[src/rtl/mic1_pkg.sv]
// Shared constants and state encodings for the MIC-1 memory interface.
package mic1_pkg;

    // Default bus widths.
    localparam int unsigned MIC1_ADDR_W = 32;
    localparam int unsigned MIC1_DATA_W = 32;

    // Bit positions of the memory-control field inside the MIR.
    localparam int unsigned MIR_MEM_W = 3;
    localparam int unsigned MIR_WRITE = 2;
    localparam int unsigned MIR_READ  = 1;
    localparam int unsigned MIR_FETCH = 0;

    // Data-port controller states.
    typedef enum logic [1:0] {
        D_IDLE  = 2'd0,
        D_READ  = 2'd1,
        D_WRITE = 2'd2
    } d_state_t;

    // Fetch-port controller states.
    typedef enum logic {
        F_IDLE = 1'b0,
        F_BUSY = 1'b1
    } f_state_t;

endpackage

[src/rtl/mic1_req_channel.sv]
// Generic req/ack holder: latches the address on start, keeps the request
// up until ack, captures read data and emits a one-cycle valid pulse.
module mic1_req_channel #(
    parameter int unsigned ADDR_W = 32,
    parameter int unsigned DATA_W = 32
) (
    input  logic              clk,
    input  logic              rst,
    input  logic              i_start,
    input  logic              i_rd,
    input  logic [ADDR_W-1:0] i_addr,
    input  logic              i_ack,
    input  logic [DATA_W-1:0] i_rdata,
    output logic              o_req,
    output logic [ADDR_W-1:0] o_addr,
    output logic [DATA_W-1:0] o_rdata,
    output logic              o_rvalid
);

    logic              r_busy;
    logic              r_rd;
    logic [ADDR_W-1:0] r_addr;
    logic [DATA_W-1:0] r_rdata;
    logic              r_rvalid;

    // Transaction holder: start only when idle, finish on ack; acks while idle are ignored.
    always_ff @(posedge clk) begin
        if (rst) begin
            r_busy   <= 1'b0;
            r_rd     <= 1'b0;
            r_addr   <= '0;
            r_rdata  <= '0;
            r_rvalid <= 1'b0;
        end else begin
            r_rvalid <= 1'b0;
            if (!r_busy) begin
                if (i_start) begin
                    r_busy <= 1'b1;
                    r_rd   <= i_rd;
                    r_addr <= i_addr;
                end
            end else if (i_ack) begin
                r_busy <= 1'b0;
                if (r_rd) begin
                    r_rdata  <= i_rdata;
                    r_rvalid <= 1'b1;
                end
            end
        end
    end

    assign o_req    = r_busy;
    assign o_addr   = r_addr;
    assign o_rdata  = r_rdata;
    assign o_rvalid = r_rvalid;

endmodule

[src/rtl/mic1_mem_interface.sv]
// MIC-1 memory-interface stage: independent byte fetch and word data ports,
// stalling the sequencer while a requested channel is still busy.
module mic1_mem_interface
    import mic1_pkg::*;
#(
    parameter int unsigned ADDR_W = MIC1_ADDR_W,
    parameter int unsigned DATA_W = MIC1_DATA_W
) (
    input  logic              clk,
    input  logic              rst,
    input  logic              mem_wr,
    input  logic              mem_rd,
    input  logic              mem_fetch,
    input  logic [ADDR_W-1:0] mar,
    input  logic [DATA_W-1:0] mdr_out,
    input  logic [ADDR_W-1:0] pc,
    output logic [7:0]        mbr,
    output logic              mbr_valid,
    output logic [DATA_W-1:0] mdr_in,
    output logic              mdr_load,
    output logic              stall,
    output logic [ADDR_W-1:0] d_addr,
    output logic [DATA_W-1:0] d_wdata,
    output logic              d_rd_req,
    output logic              d_wr_req,
    input  logic              d_ack,
    input  logic [DATA_W-1:0] d_rdata,
    output logic [ADDR_W-1:0] i_addr,
    output logic              i_req,
    input  logic              i_ack,
    input  logic [7:0]        i_rdata
);

    logic [MIR_MEM_W-1:0] w_mir;
    logic                 w_wr;
    logic                 w_rd;
    logic                 w_fetch;
    logic                 w_stall;
    logic                 w_d_start_wr;
    logic                 w_d_start_rd;
    logic                 w_f_start;

    d_state_t             r_d_state;
    d_state_t             w_d_next;
    f_state_t             r_f_state;
    f_state_t             w_f_next;

    logic                 w_d_is_rd;
    logic                 w_d_is_wr;
    logic                 w_f_is_busy;

    logic                 w_d_req;
    logic [ADDR_W-1:0]    w_d_addr;
    logic [DATA_W-1:0]    w_d_rdata;
    logic                 w_d_rvalid;
    logic [DATA_W-1:0]    r_d_wdata;

    logic                 w_i_req;
    logic [ADDR_W-1:0]    w_i_addr;
    logic [7:0]           w_i_rdata;
    logic                 w_i_rvalid;

    // Pack the MIR memory bits so they are addressed by field index.
    always_comb begin
        w_mir            = '0;
        w_mir[MIR_WRITE] = mem_wr;
        w_mir[MIR_READ]  = mem_rd;
        w_mir[MIR_FETCH] = mem_fetch;
    end

    assign w_wr    = w_mir[MIR_WRITE];
    assign w_rd    = w_mir[MIR_READ];
    assign w_fetch = w_mir[MIR_FETCH];

    // Whole command is refused if any channel it touches is busy.
    always_comb begin
        w_stall      = ((w_rd | w_wr) & (r_d_state != D_IDLE))
                     | (w_fetch & (r_f_state != F_IDLE));
        w_d_start_wr = ~w_stall & w_wr;
        w_d_start_rd = ~w_stall & w_rd & ~w_wr;
        w_f_start    = ~w_stall & w_fetch;
    end

    // Data FSM state register.
    always_ff @(posedge clk) begin
        if (rst) begin
            r_d_state <= D_IDLE;
        end else begin
            r_d_state <= w_d_next;
        end
    end

    // Data FSM next state: write wins over a simultaneous read.
    always_comb begin
        w_d_next = r_d_state;
        case (r_d_state)
            D_IDLE: begin
                if (w_d_start_wr) begin
                    w_d_next = D_WRITE;
                end else if (w_d_start_rd) begin
                    w_d_next = D_READ;
                end
            end
            D_READ, D_WRITE: begin
                if (d_ack) begin
                    w_d_next = D_IDLE;
                end
            end
            default: w_d_next = D_IDLE;
        endcase
    end

    // Data FSM outputs: direction qualifiers for the shared request.
    always_comb begin
        w_d_is_rd = (r_d_state == D_READ);
        w_d_is_wr = (r_d_state == D_WRITE);
    end

    // Fetch FSM state register.
    always_ff @(posedge clk) begin
        if (rst) begin
            r_f_state <= F_IDLE;
        end else begin
            r_f_state <= w_f_next;
        end
    end

    // Fetch FSM next state.
    always_comb begin
        w_f_next = r_f_state;
        case (r_f_state)
            F_IDLE:  if (w_f_start) w_f_next = F_BUSY;
            F_BUSY:  if (i_ack)     w_f_next = F_IDLE;
            default: w_f_next = F_IDLE;
        endcase
    end

    // Fetch FSM outputs.
    always_comb begin
        w_f_is_busy = (r_f_state == F_BUSY);
    end

    // Write data is only captured by the write path; reads leave it alone.
    always_ff @(posedge clk) begin
        if (rst) begin
            r_d_wdata <= '0;
        end else if (w_d_start_wr) begin
            r_d_wdata <= mdr_out;
        end
    end

    mic1_req_channel #(
        .ADDR_W (ADDR_W),
        .DATA_W (DATA_W)
    ) u_data_ch (
        .clk      (clk),
        .rst      (rst),
        .i_start  (w_d_start_wr | w_d_start_rd),
        .i_rd     (w_d_start_rd),
        .i_addr   (mar),
        .i_ack    (d_ack),
        .i_rdata  (d_rdata),
        .o_req    (w_d_req),
        .o_addr   (w_d_addr),
        .o_rdata  (w_d_rdata),
        .o_rvalid (w_d_rvalid)
    );

    mic1_req_channel #(
        .ADDR_W (ADDR_W),
        .DATA_W (8)
    ) u_fetch_ch (
        .clk      (clk),
        .rst      (rst),
        .i_start  (w_f_start),
        .i_rd     (1'b1),
        .i_addr   (pc),
        .i_ack    (i_ack),
        .i_rdata  (i_rdata),
        .o_req    (w_i_req),
        .o_addr   (w_i_addr),
        .o_rdata  (w_i_rdata),
        .o_rvalid (w_i_rvalid)
    );

    assign stall     = w_stall;
    assign d_addr    = w_d_addr;
    assign d_wdata   = r_d_wdata;
    assign d_rd_req  = w_d_req & w_d_is_rd;
    assign d_wr_req  = w_d_req & w_d_is_wr;
    assign mdr_in    = w_d_rdata;
    assign mdr_load  = w_d_rvalid;
    assign i_addr    = w_i_addr;
    assign i_req     = w_i_req & w_f_is_busy;
    assign mbr       = w_i_rdata;
    assign mbr_valid = w_i_rvalid;

endmodule

[config.mk]
export PLATFORM = sky130hd
export DESIGN_NAME = mic1_mem_interface
export DESIGN_NICKNAME = d
export VERILOG_FILES = /design/src/rtl/mic1_pkg.sv /design/src/rtl/mic1_req_channel.sv /design/src/rtl/mic1_mem_interface.sv
export SDC_FILE = /design/constraint.sdc
export NUM_CORES = 1
export LEC_CHECK = 0
export BUFFER_PORTS_ARGS = -buffer_cell sky130_fd_sc_hd__buf_2
export CAP_MARGIN = 25
export CORE_AREA = 4 4 92 137
export DETAILED_ROUTE_END_ITERATION = 8
export DIE_AREA = 0 0 96 141
export MAX_ROUTING_LAYER = met4
export PLACE_DENSITY = 0.94
export SLEW_MARGIN = 20
export SYNTH_ARGS = -nofsm -noshare
export SYNTH_HDL_FRONTEND = slang
export SYNTH_HIERARCHICAL = 1
export SYNTH_SLANG_ARGS = --single-unit
[constraint.sdc]
create_clock -name clk -period 4.1 [get_ports clk]
set_input_delay 0.205 -clock clk [delete_from_list [all_inputs] [get_ports clk]]
set_output_delay 0.205 -clock clk [all_outputs]
set_load 0.05 [all_outputs]
==> out/metrics.csv, run 1 <==
stage;metric;value;unit
floorplan;die-area;0.0135;mm²
floorplan;start_util;46.7;%
global_routing;grt_pass1_vias;5002;
global_routing;antenna_found_initial;0;
worst_setup_path;r2r_cells;8;
logic_synthesis;yosysSeqAreaShare;54.2;%
logic_synthesis;yosys.area_share.simple;21.0;%
worst_setup_path;cp_data_arrival_time;2490;ps
logic_synthesis;syn_inst;658;
logic_synthesis;netlist.area_leader.share;54.2;%
worst_setup_path;r2r_start;r_d_state[0];
worst_setup_path;r2r_slack;1930;ps
sta;timing.final.max_slew_violations;0;
worst_setup_path;path_cells;inv_1 -> ha_1 -> a21bo_2 -> nor2_1 -> nand2b_1 -> buf_4 -> nand2_1 -> a21oi_1;
cts;h-tree-depth;4;
run;maxCapViolCount;0;
logic_synthesis;synthDistinctLibCells;30;
global_routing;grt_use_total;22.4;%
min_path;whs_endpoint;u_data_ch/o_rdata[16];
route;wire_per_inst;14.3;µm
layout;final_cell_mix;283 x buf_2, 213 x nand2_1, 145 x dfxtp_1;
sta;fmax;0.460;GHz
cts;max-clock-path-buffers;2;
floorplan;rows;48;
layout;fin_area;0.00725;mm²
min_path;worstHoldStart;d_rdata[16];
cts;root_buffer;clkbuf_16;
worst_setup_path;crit_family;compound AO/OA/AOI/OAI gates;
placed_design;gp_congestion;0.873;
worst_setup_path;slowest_stage;a21bo_2;
placed_design;post_dp_cell_area;0.00669;mm²
worst_setup_path;crit_path_start_kind;flip-flop;
cts;clk_pin_slew;60;ps
route;routed_via_density;4.97;
min_path;holdPathStages;3;
cts;cts_buffers;17;
worst_setup_path;slowest_delay;560;ps
sta;holdWs;44.9;ps
worst_setup_path;critPathCaptureType;flip-flop;
layout;final_common_cell;buf_2;
logic_synthesis;ys_seq_elements;145;
layout;syn_to_final_growth;35.4;%
cts;clk_latency;390;ps
global_routing;grt_pass1_wl;23600;µm
floorplan;coreArea;0.0115;mm²
placed_design;dp_slack;1910;ps
sta;period_minus_slack;2170;ps
layout;fillCellCount;1011;
sta;finalHoldViolCount;0;
sta;tightest_slew;902;ps
worst_setup_path;crit_buf_inv;2;
logic_synthesis;synth_area;0.00535;mm²
sta;relSlewSlack;39.7;%
route;antenna_left;0;
global_routing;grt_max_degree;72;
pwr;pwr_density_cell;533;mW/mm²
logic_synthesis;synth.area.top_cells;dfxtp_1 54%, nand2_1 15%, a21oi_1 13%, nand3_1 3.3%, o21ai_0 3.2%;
cts;cts_tree;built;
pwr;power;3.86;mW
logic_synthesis;avgSynthCellArea;8.13;µm²
logic_synthesis;synthAdderAreaFrac;0.701;%
logic_synthesis;synth_top_area_cell;dfxtp_1;
floorplan;dieWidth;96;µm
min_path;hold_class;in -> reg;
pwr;vdd.ir_drop.worst;0.415;mV
layout;postLayoutCoreUtil;63.2;%
sta;setup_tns;0;ps
status;status;complete, no violations;
worst_setup_path;cp_data_required_time;4420;ps
logic_synthesis;yosysWarnings;6;
worst_setup_path;path_class;reg -> reg;
placed_design;hpwl;11100;µm
logic_synthesis;muxShareOfSynthArea;0;%
logic_synthesis;synth_xor_area_share;0;%
sta;setup_viol;0;
pwr;p_leak;3.37;nW
sta;rsz0062_at_grt;false;
cts;clock_sinks;145;
sta;clock_skew;7.75;ps
route;num_vias;5354;
route;dr.pass1.iters;5;
layout;diodes;0;
worst_setup_path;critPathMaxFanout;34;
sta;setup_slack;1930;ps
layout;nNetsFinal;1060;
floorplan;pin_count;285;
layout;layoutNonFillerInstCount;1077;
cts;postCtsResizedCells;0;
route;drc_errors;0;
placed_design;dp_cells;1045;
logic_synthesis;syn_nets;804;
global_routing;gr-total-overflow;0;
route;drt-total-wl;15400;µm
worst_setup_path;r2r-end;u_data_ch/o_addr[19];
layout;drive_above_1_share;35.9;%
cts;postCtsSetupRepairBufs;0;
placed_design;port_buffers;284;
logic_synthesis;synth-compound-area-share;17.6;%
logic_synthesis;synth_top_family_by_area;simple AND/OR/NAND/NOR gates;
route;drt-initial-drc-count;164;
floorplan;die_y;141;µm
sta;fin_crit_sh;53.0;%
cts;cts_hold_buf;0;
## per-layer routing
| layer | part of all wire [%] | global-route usage [%] | wire length, µm | vias up |
|---|---|---|---|---|
| met1 | 37 | 25.2 | 5750 | 2424 |
| met5 | 0 | - | 0 | - |
| met2 | 52 | 37.9 | 8010 | 215 |
| met4 | 3.0 | 9.30 | 459 | 0 |
| li1 | - | - | - | 2677 |
| met3 | 7.4 | 4.43 | 1140 | 38 |
## cell usage after synthesis (all sizes together)
cell type    n
a21boi       1
a21bo        1
a31oi        2
and2         3
nor2         4
nand3b       2
nand3       35
a21oi      141
clkbuf      17
nand2      213
or2b         1
ha           3
and3         3
buf         36
conb         1
o21ai       34
a2bb2oi      1
nand2b       5
or2          2
dfxtp      145
inv          4
nand4        1
and2b        1
nor2b        2
## area by class of cell
type	instances	area [µm²]	share of cell area [%]
inverter	4	15.0	0.207
clock inverter	11	108	1.49
tap	150	188	2.59
timing repair buffer	290	1470	20.3
clock buffer	21	450	6.22
sequential	145	2900	40.1
multi-input combinational	456	2110	29.2
## state kept, by name, summed over array words and instances (netlist names)
| signal | flops |
|---|---|
| u_data_ch/o_req | 1 |
| r_f_state | 1 |
| u_fetch_ch/o_req | 1 |
| u_data_ch/o_rvalid | 1 |
| u_fetch_ch/o_rvalid | 1 |
| u_fetch_ch/r_rd | 1 |
| u_fetch_ch/o_rdata | 8 |
| u_data_ch/o_addr | 32 |
| u_data_ch/r_rd | 1 |
| u_data_ch/o_rdata | 32 |
| u_fetch_ch/o_addr | 32 |
| r_d_state | 2 |
| d_wdata | 32 |
## cell families (layout without fill, tap and decap cells)
kind of cell             Yosys count  after routing
AO/OA/AOI/OAI                    180            180
adder cells (fa/ha/maj)            3              3
flip-flops                       145            145
other                              1              1
buffers and inverters             57            326
AND/OR/NAND/NOR                  272            272
## worst max-delay path by stage
stage | from | endpoint | slack [ps] | cells past startpoint
2_1_floorplan | r_d_state[0] | stall | 2130 | 3
3_3_place_gp | mem_wr | u_fetch_ch/o_addr[22] | 1710 | 7
3_5_place_dp | r_d_state[0] | u_data_ch/o_addr[3] | 1910 | 8
4_1_cts | r_d_state[0] | u_data_ch/o_addr[3] | 1900 | 8
5_1_grt | r_d_state[0] | u_data_ch/o_addr[3] | 1670 | 8
6_report | r_d_state[0] | u_data_ch/o_addr[19] | 1930 | 8
## tightest hold or removal path, delay by kind of cell
family	cells	cell delay, ps
buffers and inverters	1	100
AND/OR/NAND/NOR	1	40
AO/OA/AOI/OAI	1	50
## power breakdown
| group | total [mW] | internal, mW | leakage (nW) | switching [mW] |
|---|---|---|---|---|
| clock network | 1.44 | 0.857 | 0.268 | 0.580 |
| logic | 0.861 | 0.216 | 1.91 | 0.646 |
| registers | 1.56 | 1.51 | 1.18 | 0.0511 |
| total | 3.86 | 2.59 | 3.37 | 1.28 |
No activity file was read; power rests on OpenSTA's default activity.
==> inputs of run 2 (changes only) <==
Settings changed: CORE_AREA 4 4 92 137 to 4 4 100 149, DIE_AREA 0 0 96 141 to 0 0 104 153, PLACE_DENSITY 0.94 to 0.85.
Clock period 4.1 ns to 2 ns, I/O delays scaled along.
==> run 2 against run 1 <==
  * Total power is 120% higher
  * Worst hold slack got worse by 8.6 ps
  * Flip-flop and latch count unchanged
  * Critical path depth is 1 lower
  * Maximum frequency is 17% higher
  * Setup slack got worse by 1800 ps
  * Core utilization grew 2.0 points
  * Critical path type unchanged
  * Global-route usage grew 2.7 points
  * Cell count grew 15%
  * Routed wire length rose by 33%
  * Non-clock buffer count up 148
==> out/metrics.csv, run 2 (synthesis gave the netlist of run 1 again) <==
stage;metric;value;unit;change
route;drc_errors;0;;unchanged
worst_setup_path;critPathCaptureType;flip-flop;;
pwr;pwr_density_cell;966;mW/mm²;+81%
layout;syn_to_final_growth;64.8;%;
global_routing;grt_max_degree;59;;-18%
cts;cts_tree;built;;
cts;postCtsSetupRepairBufs;0;;unchanged
placed_design;port_buffers;284;;unchanged
floorplan;die_y;153;µm;+8.5%
cts;clk_latency;400;ps;about the same
route;drt-total-wl;20400;µm;+33%
status;status;complete, no violations;;
cts;clk_pin_slew;60;ps;about the same
worst_setup_path;critPathMaxFanout;16;;-53%
layout;nNetsFinal;1209;;+14%
cts;cts_buffers;17;;unchanged
min_path;hold_class;in -> reg;;
sta;clock_skew;8.00;ps;+0.245 ps
layout;final_common_cell;buf_2;;
layout;drive_above_1_share;31.9;%;-4.0 points
floorplan;coreArea;0.0135;mm²;+18%
sta;tightest_slew;859;ps;-43.5 ps
floorplan;rows;52;;+8.3%
global_routing;gr-total-overflow;0;;unchanged
global_routing;gr-max-usage-layer;met2;;
worst_setup_path;cp_data_required_time;2320;ps;-2100 ps
global_routing;grt_use_met2;44.1;%;+6.2 points
layout;fillCellCount;1046;;+3.5%
route;routed_via_density;5.12;;+2.9%
placed_design;gp_congestion;0.870;;-0.31%
global_routing;grt_pass1_vias;6409;;+28%
global_routing;grt_use_met3;5.27;%;+0.84 points
worst_setup_path;path_class;reg -> reg;;
sta;fmax;0.537;GHz;+17%
worst_setup_path;cp_data_arrival_time;2180;ps;-310 ps
floorplan;start_util;39.5;%;-7.1 points
global_routing;grt_use_total;25.1;%;+2.7 points
route;antenna_left;0;;unchanged
route;dr.pass1.iters;5;;unchanged
layout;final-seq-area;0.00290;mm²;unchanged
global_routing;grt_pass1_wl;31700;µm;+35%
worst_setup_path;crit_path_start_kind;flip-flop;;
layout;layoutNonFillerInstCount;1237;;+15%
sta;fin_crit_sh;93.0;%;+40 points
cts;root_buffer;clkbuf_16;;
sta;finalHoldViolCount;0;;unchanged
sta;setup_viol;0;;unchanged
cts;h-tree-depth;4;;unchanged
sta;holdWs;36.2;ps;-8.65 ps
sta;setup_tns;0;ps;unchanged
cts;clock_sinks;145;;unchanged
route;wire_per_inst;16.5;µm;+16%
sta;relSlewSlack;42.7;%;+3.0 points
route;drt-initial-drc-count;379;;+130%
layout;diodes;0;;unchanged
placed_design;hpwl;11800;µm;+6.5%
global_routing;grt_use_met1;25.2;%;-0.049 points
floorplan;dieWidth;104;µm;+8.3%
sta;period_minus_slack;1860;ps;-313 ps
cts;max-clock-path-buffers;2;;unchanged
run;maxCapViolCount;0;;unchanged
global_routing;antenna_found_initial;0;;unchanged
layout;multi_input_area;0.00213;mm²;+0.71%
floorplan;pin_count;285;;unchanged
floorplan;die-area;0.0159;mm²;+18%
pwr;p_leak;4.03;nW;+20%
route;num_vias;6329;;+18%
layout;final_cell_mix;283 x buf_2, 213 x nand2_1, 145 x dfxtp_1;;
sta;timing.final.max_slew_violations;0;;unchanged
placed_design;dp_cells;1068;;+2.2%
pwr;vdd.ir_drop.worst;0.662;mV;+60%
==> run 2: cell count changes in the layout (fill, tap and decap cells not counted), moves of 2 or more <==
cell	before	now
clkinvlp_4	2	4
clkinv_4	4	2
bufinv_16	1	3
dlygate4sd3_1	0	137
buf_4	7	13
nor2b_4	0	2
buf_12	0	4
==> run 2: metal layers <==
metal / up-vias / part of all wire [%]
met5: - / 0
met4: 0 / 5.5
met3: 86 / 6.2
met2: 317 / 54
met1: 2947 / 35
li1: 2979 / -
==> run 2: worst paths after layout <==
kind                                           start                    to  slack [ps]  cells past startpoint
worst max register to register          r_d_state[0]  u_fetch_ch/o_addr[3]         140                      7
worst min-delay path                           i_ack      u_fetch_ch/o_req          40                      3
worst min register to register  u_data_ch/o_addr[25]  u_data_ch/o_addr[25]         450                      2
worst max-delay path                    r_d_state[0]  u_fetch_ch/o_addr[3]         140                      7
==> run 2: layout make-up <==
type | instances | share of cell area, %
clock buffer | 19 | 4.91
clock inverter | 12 | 1.82
inverter | 4 | 0.170
multi-input combinational | 457 | 24.1
sequential | 145 | 32.9
tap | 162 | 2.30
timing repair buffer | 438 | 33.8
==> run 2: timing repair <==
| action | 4_1_cts | 5_1_grt |
|---|---|---|
| setup endpoints to repair | 0 | 6 |
| hold endpoints to repair | 137 | 0 |
| resized for setup | 0 | 2 |
| hold buffers | 137 | 0 |
==> run 2: per-stage QoR <==
step                area, µm²  power [mW]  worst slack [ps]  utilization [%]
global placement         6830        5.09              -140             50.5
floorplan                5350        4.63               140                -
CTS                      8800        8.54               147             65.0
detailed placement       6840        5.13               163             50.5
global route             8820        8.85             -10.9             65.2
finish                   8820        8.52               139             65.2
==> run 2: power breakdown <==
group | switching [mW] | internal [mW] | leakage [nW] | total [mW]
logic | 1.44 | 0.690 | 2.57 | 2.13
registers | 0.117 | 3.10 | 1.18 | 3.22
clock network | 1.21 | 1.96 | 0.276 | 3.17
total | 2.76 | 5.76 | 4.03 | 8.52
==> run 2: critical path, stage by stage (launching register included) <==
cell	delay [ps]
dfxtp_1	330
inv_1	80
ha_1	160
o21ai_0	140
inv_1	150
nor2b_2	620
nand2_1	130
a21oi_1	170
==> inputs of run 3 (changes only) <==
Settings changed: REMOVE_ABC_BUFFERS from default to 1.
==> run 3 against run 2 <==
  * Clock-buffer cell count unchanged
  * Combinational power is essentially flat
  * Total power is 0.21% lower
  * Routed wire length is 1.8% lower
  * Critical endpoint is now stall
==> out/metrics.csv, run 3 (synthesis gave the netlist of run 1 again) <==
stage;metric;value;unit;change
placed_design;port_buffers;284;;unchanged
cts;clock_sinks;145;;unchanged
layout;final-seq-area;0.00290;mm²;unchanged
worst_setup_path;r2r_slack;200;ps;+60 ps
worst_setup_path;cp_data_required_time;1900;ps;-420 ps
placed_design;gp_congestion;0.834;;-4.2%
global_routing;grt_pass1_wl;31300;µm;-1.5%
sta;setup_viol;0;;unchanged
pwr;vdd.ir_drop.worst;0.539;mV;-19%
layout;multi_input_area;0.00211;mm²;-0.76%
worst_setup_path;crit_path_start_kind;flip-flop;;
sta;tightest_slew;875;ps;+16.8 ps
layout;syn_to_final_growth;64.3;%;
floorplan;die_y;153;µm;unchanged
route;drt-met1-wl;7240;µm;+2.3%
cts;h-tree-depth;4;;unchanged
layout;final_common_cell;buf_2;;
route;drt-initial-drc-count;324;;-15%
route;wl_met2;10300;µm;-5.3%
route;dr.pass1.iters;7;;+2
route;dr_wl_met3;1340;µm;+6.4%
sta;rsz0062_at_grt;false;;
floorplan;pin_count;285;;unchanged
global_routing;antenna_found_initial;0;;unchanged
worst_setup_path;slowest_delay;370;ps;-250 ps
pwr;p_leak;4.01;nW;-0.48%
route;top_layer;met4;;
pwr;seqPwrFrac;37.9;%;about the same
sta;fin_crit_sh;92.3;%;-0.78 points
pwr;internal-power;5.69;mW;-1.2%
min_path;worstHoldStart;d_ack;;
global_routing;gr-total-overflow;0;;unchanged
cts;postCtsSetupRepairBufs;0;;unchanged
route;routed_via_density;5.05;;-1.4%
layout;layoutNonFillerInstCount;1232;;-0.40%
layout;drive_above_1_share;31.8;%;-0.13 points
sta;period_minus_slack;1850;ps;-15.5 ps
placed_design;dp_cells;1063;;-0.47%
sta;holdWs;39.0;ps;+2.79 ps
floorplan;coreArea;0.0135;mm²;unchanged
global_routing;grt_max_degree;58;;-1.7%
floorplan;die-area;0.0159;mm²;unchanged
cts;cts_tree;built;;
cts;root_buffer;clkbuf_16;;
worst_setup_path;path_class;reg -> out;;
layout;fillCellCount;1056;;+0.96%
global_routing;grt_use_total;24.7;%;-0.42 points
pwr;power.share.clock;37.4;%;+0.2 points
floorplan;rows;52;;unchanged
min_path;holdPathStages;3;;unchanged
sta;clock_skew;8.67;ps;+0.672 ps
route;antenna_left;0;;unchanged
placed_design;hpwl;11500;µm;-2.9%
route;wire_per_inst;16.3;µm;-1.4%
cts;clk_latency;410;ps;about the same
pwr;switching_share;33.1;%;+0.70 points
global_routing;grt_pass1_vias;6291;;-1.8%
floorplan;start_util;39.5;%;unchanged
layout;diodes;0;;unchanged
worst_setup_path;cp_data_arrival_time;1750;ps;-430 ps
status;status;complete, no violations;;
worst_setup_path;critPathCaptureType;primary output;;
route;num_vias;6216;;-1.8%
worst_setup_path;path_cells;inv_1 -> ha_2 -> o21ai_0 -> buf_2;;
layout;nNetsFinal;1203;;-0.50%
layout;final_cell_mix;283 x buf_2, 213 x nand2_1, 145 x dfxtp_1;;
pwr;p_sw;2.81;mW;+2.0%
worst_setup_path;r2r_cells;8;;+1
sta;setup_slack;155;ps;+15.5 ps
sta;fmax;0.542;GHz;+0.84%
worst_setup_path;r2r-end;u_data_ch/o_addr[16];;
min_path;hold_class;in -> reg;;
route;drt-total-wl;20000;µm;-1.8%
pwr;pwr_density_cell;967;mW/mm²;+0.12%
placed_design;dp_slack;205;ps;+41.6 ps
sta;finalHoldViolCount;0;;unchanged
sta;timing.final.max_slew_violations;0;;unchanged
cts;clk_pin_slew;60;ps;about the same
worst_setup_path;critPathMaxFanout;7;;-9
pwr;comb_power_share;24.7;%;-0.3 points
cts;cts_buffers;17;;unchanged
run;maxCapViolCount;0;;unchanged
floorplan;dieWidth;104;µm;unchanged
sta;relSlewSlack;41.6;%;-1.1 points
min_path;whs_endpoint;u_data_ch/o_req;;
cts;max-clock-path-buffers;2;;unchanged
worst_setup_path;slowest_stage;dfxtp_1;;
pwr;power;8.50;mW;-0.21%
worst_setup_path;r2r_start;r_d_state[1];;
route;drc_errors;0;;unchanged
-- run 3: cell types whose count changed in the layout (fill, tap and decap cells not counted), sizes merged --
cell      previous run  this run
buf                301       296
bufinv               3         2
inv                  6         8
clkinv               3         4
nor2b                3         2
clkinvlp             4         3
-- run 3: what timing repair did --
action | in CTS | in global routing
hold buffers | 137 | 0
hold endpoints to repair | 137 | 0
gates resized for setup | 0 | 1
setup endpoints to repair | 0 | 2
-- run 3: power by group through the flow --
stage / Clock (mW) / Sequential, mW / Combinational [mW]
finish: 3.18 / 3.22 / 2.10
global route: 3.38 / 3.24 / 2.23
CTS: 3.26 / 3.21 / 2.07
detailed placement: 0 / 3.27 / 1.86
global placement: 0 / 3.26 / 1.84
floorplan: 0 / 3.95 / 0.503
-- run 3: worst max-delay path by stage --
stage	from	cells after the start	end	slack, ps
after detailed placement	r_d_state[0]	8	u_data_ch/o_addr[18]	200
after floorplan	r_d_state[0]	7	u_data_ch/o_addr[5]	-590
after global placement	r_d_state[0]	8	u_data_ch/o_addr[7]	350
after CTS	r_d_state[0]	4	stall	80
after global routing	r_d_state[1]	8	u_data_ch/o_addr[16]	40
final	r_d_state[1]	4	stall	150
-- run 3: through the flow --
stage,area (µm²),util (%),setup TNS (ps)
6_report,8790,65.0,0
3_3_place_gp,6820,50.4,0
5_1_grt,8790,65.0,0
4_1_cts,8790,64.9,0
2_1_floorplan,5020,-,-25810
3_5_place_dp,6820,50.4,0
-- run 3: worst max-delay path, delay by kind of cell, from the launching register on --
family / cells / cell delay (ps)
compound gates: 1 / 330
fa+ha+maj: 1 / 220
buf+inv: 2 / 430
flops: 1 / 370
-- run 3: layout make-up --
class / instances / area share [%]
clock buffer: 19 / 5.04
clock inverter: 13 / 1.75
inverter: 4 / 0.171
multi-input combinational: 456 / 24.0
sequential: 145 / 33.0
tap: 162 / 2.31
timing repair buffer: 433 / 33.7
-- run 3: metal layers --
layer | track usage [%] | vias to the layer above
met5 | - | -
met4 | 15.2 | 0
met3 | 5.86 | 88
met2 | 42.5 | 314
met1 | 25.2 | 2853
li1 | - | 2961
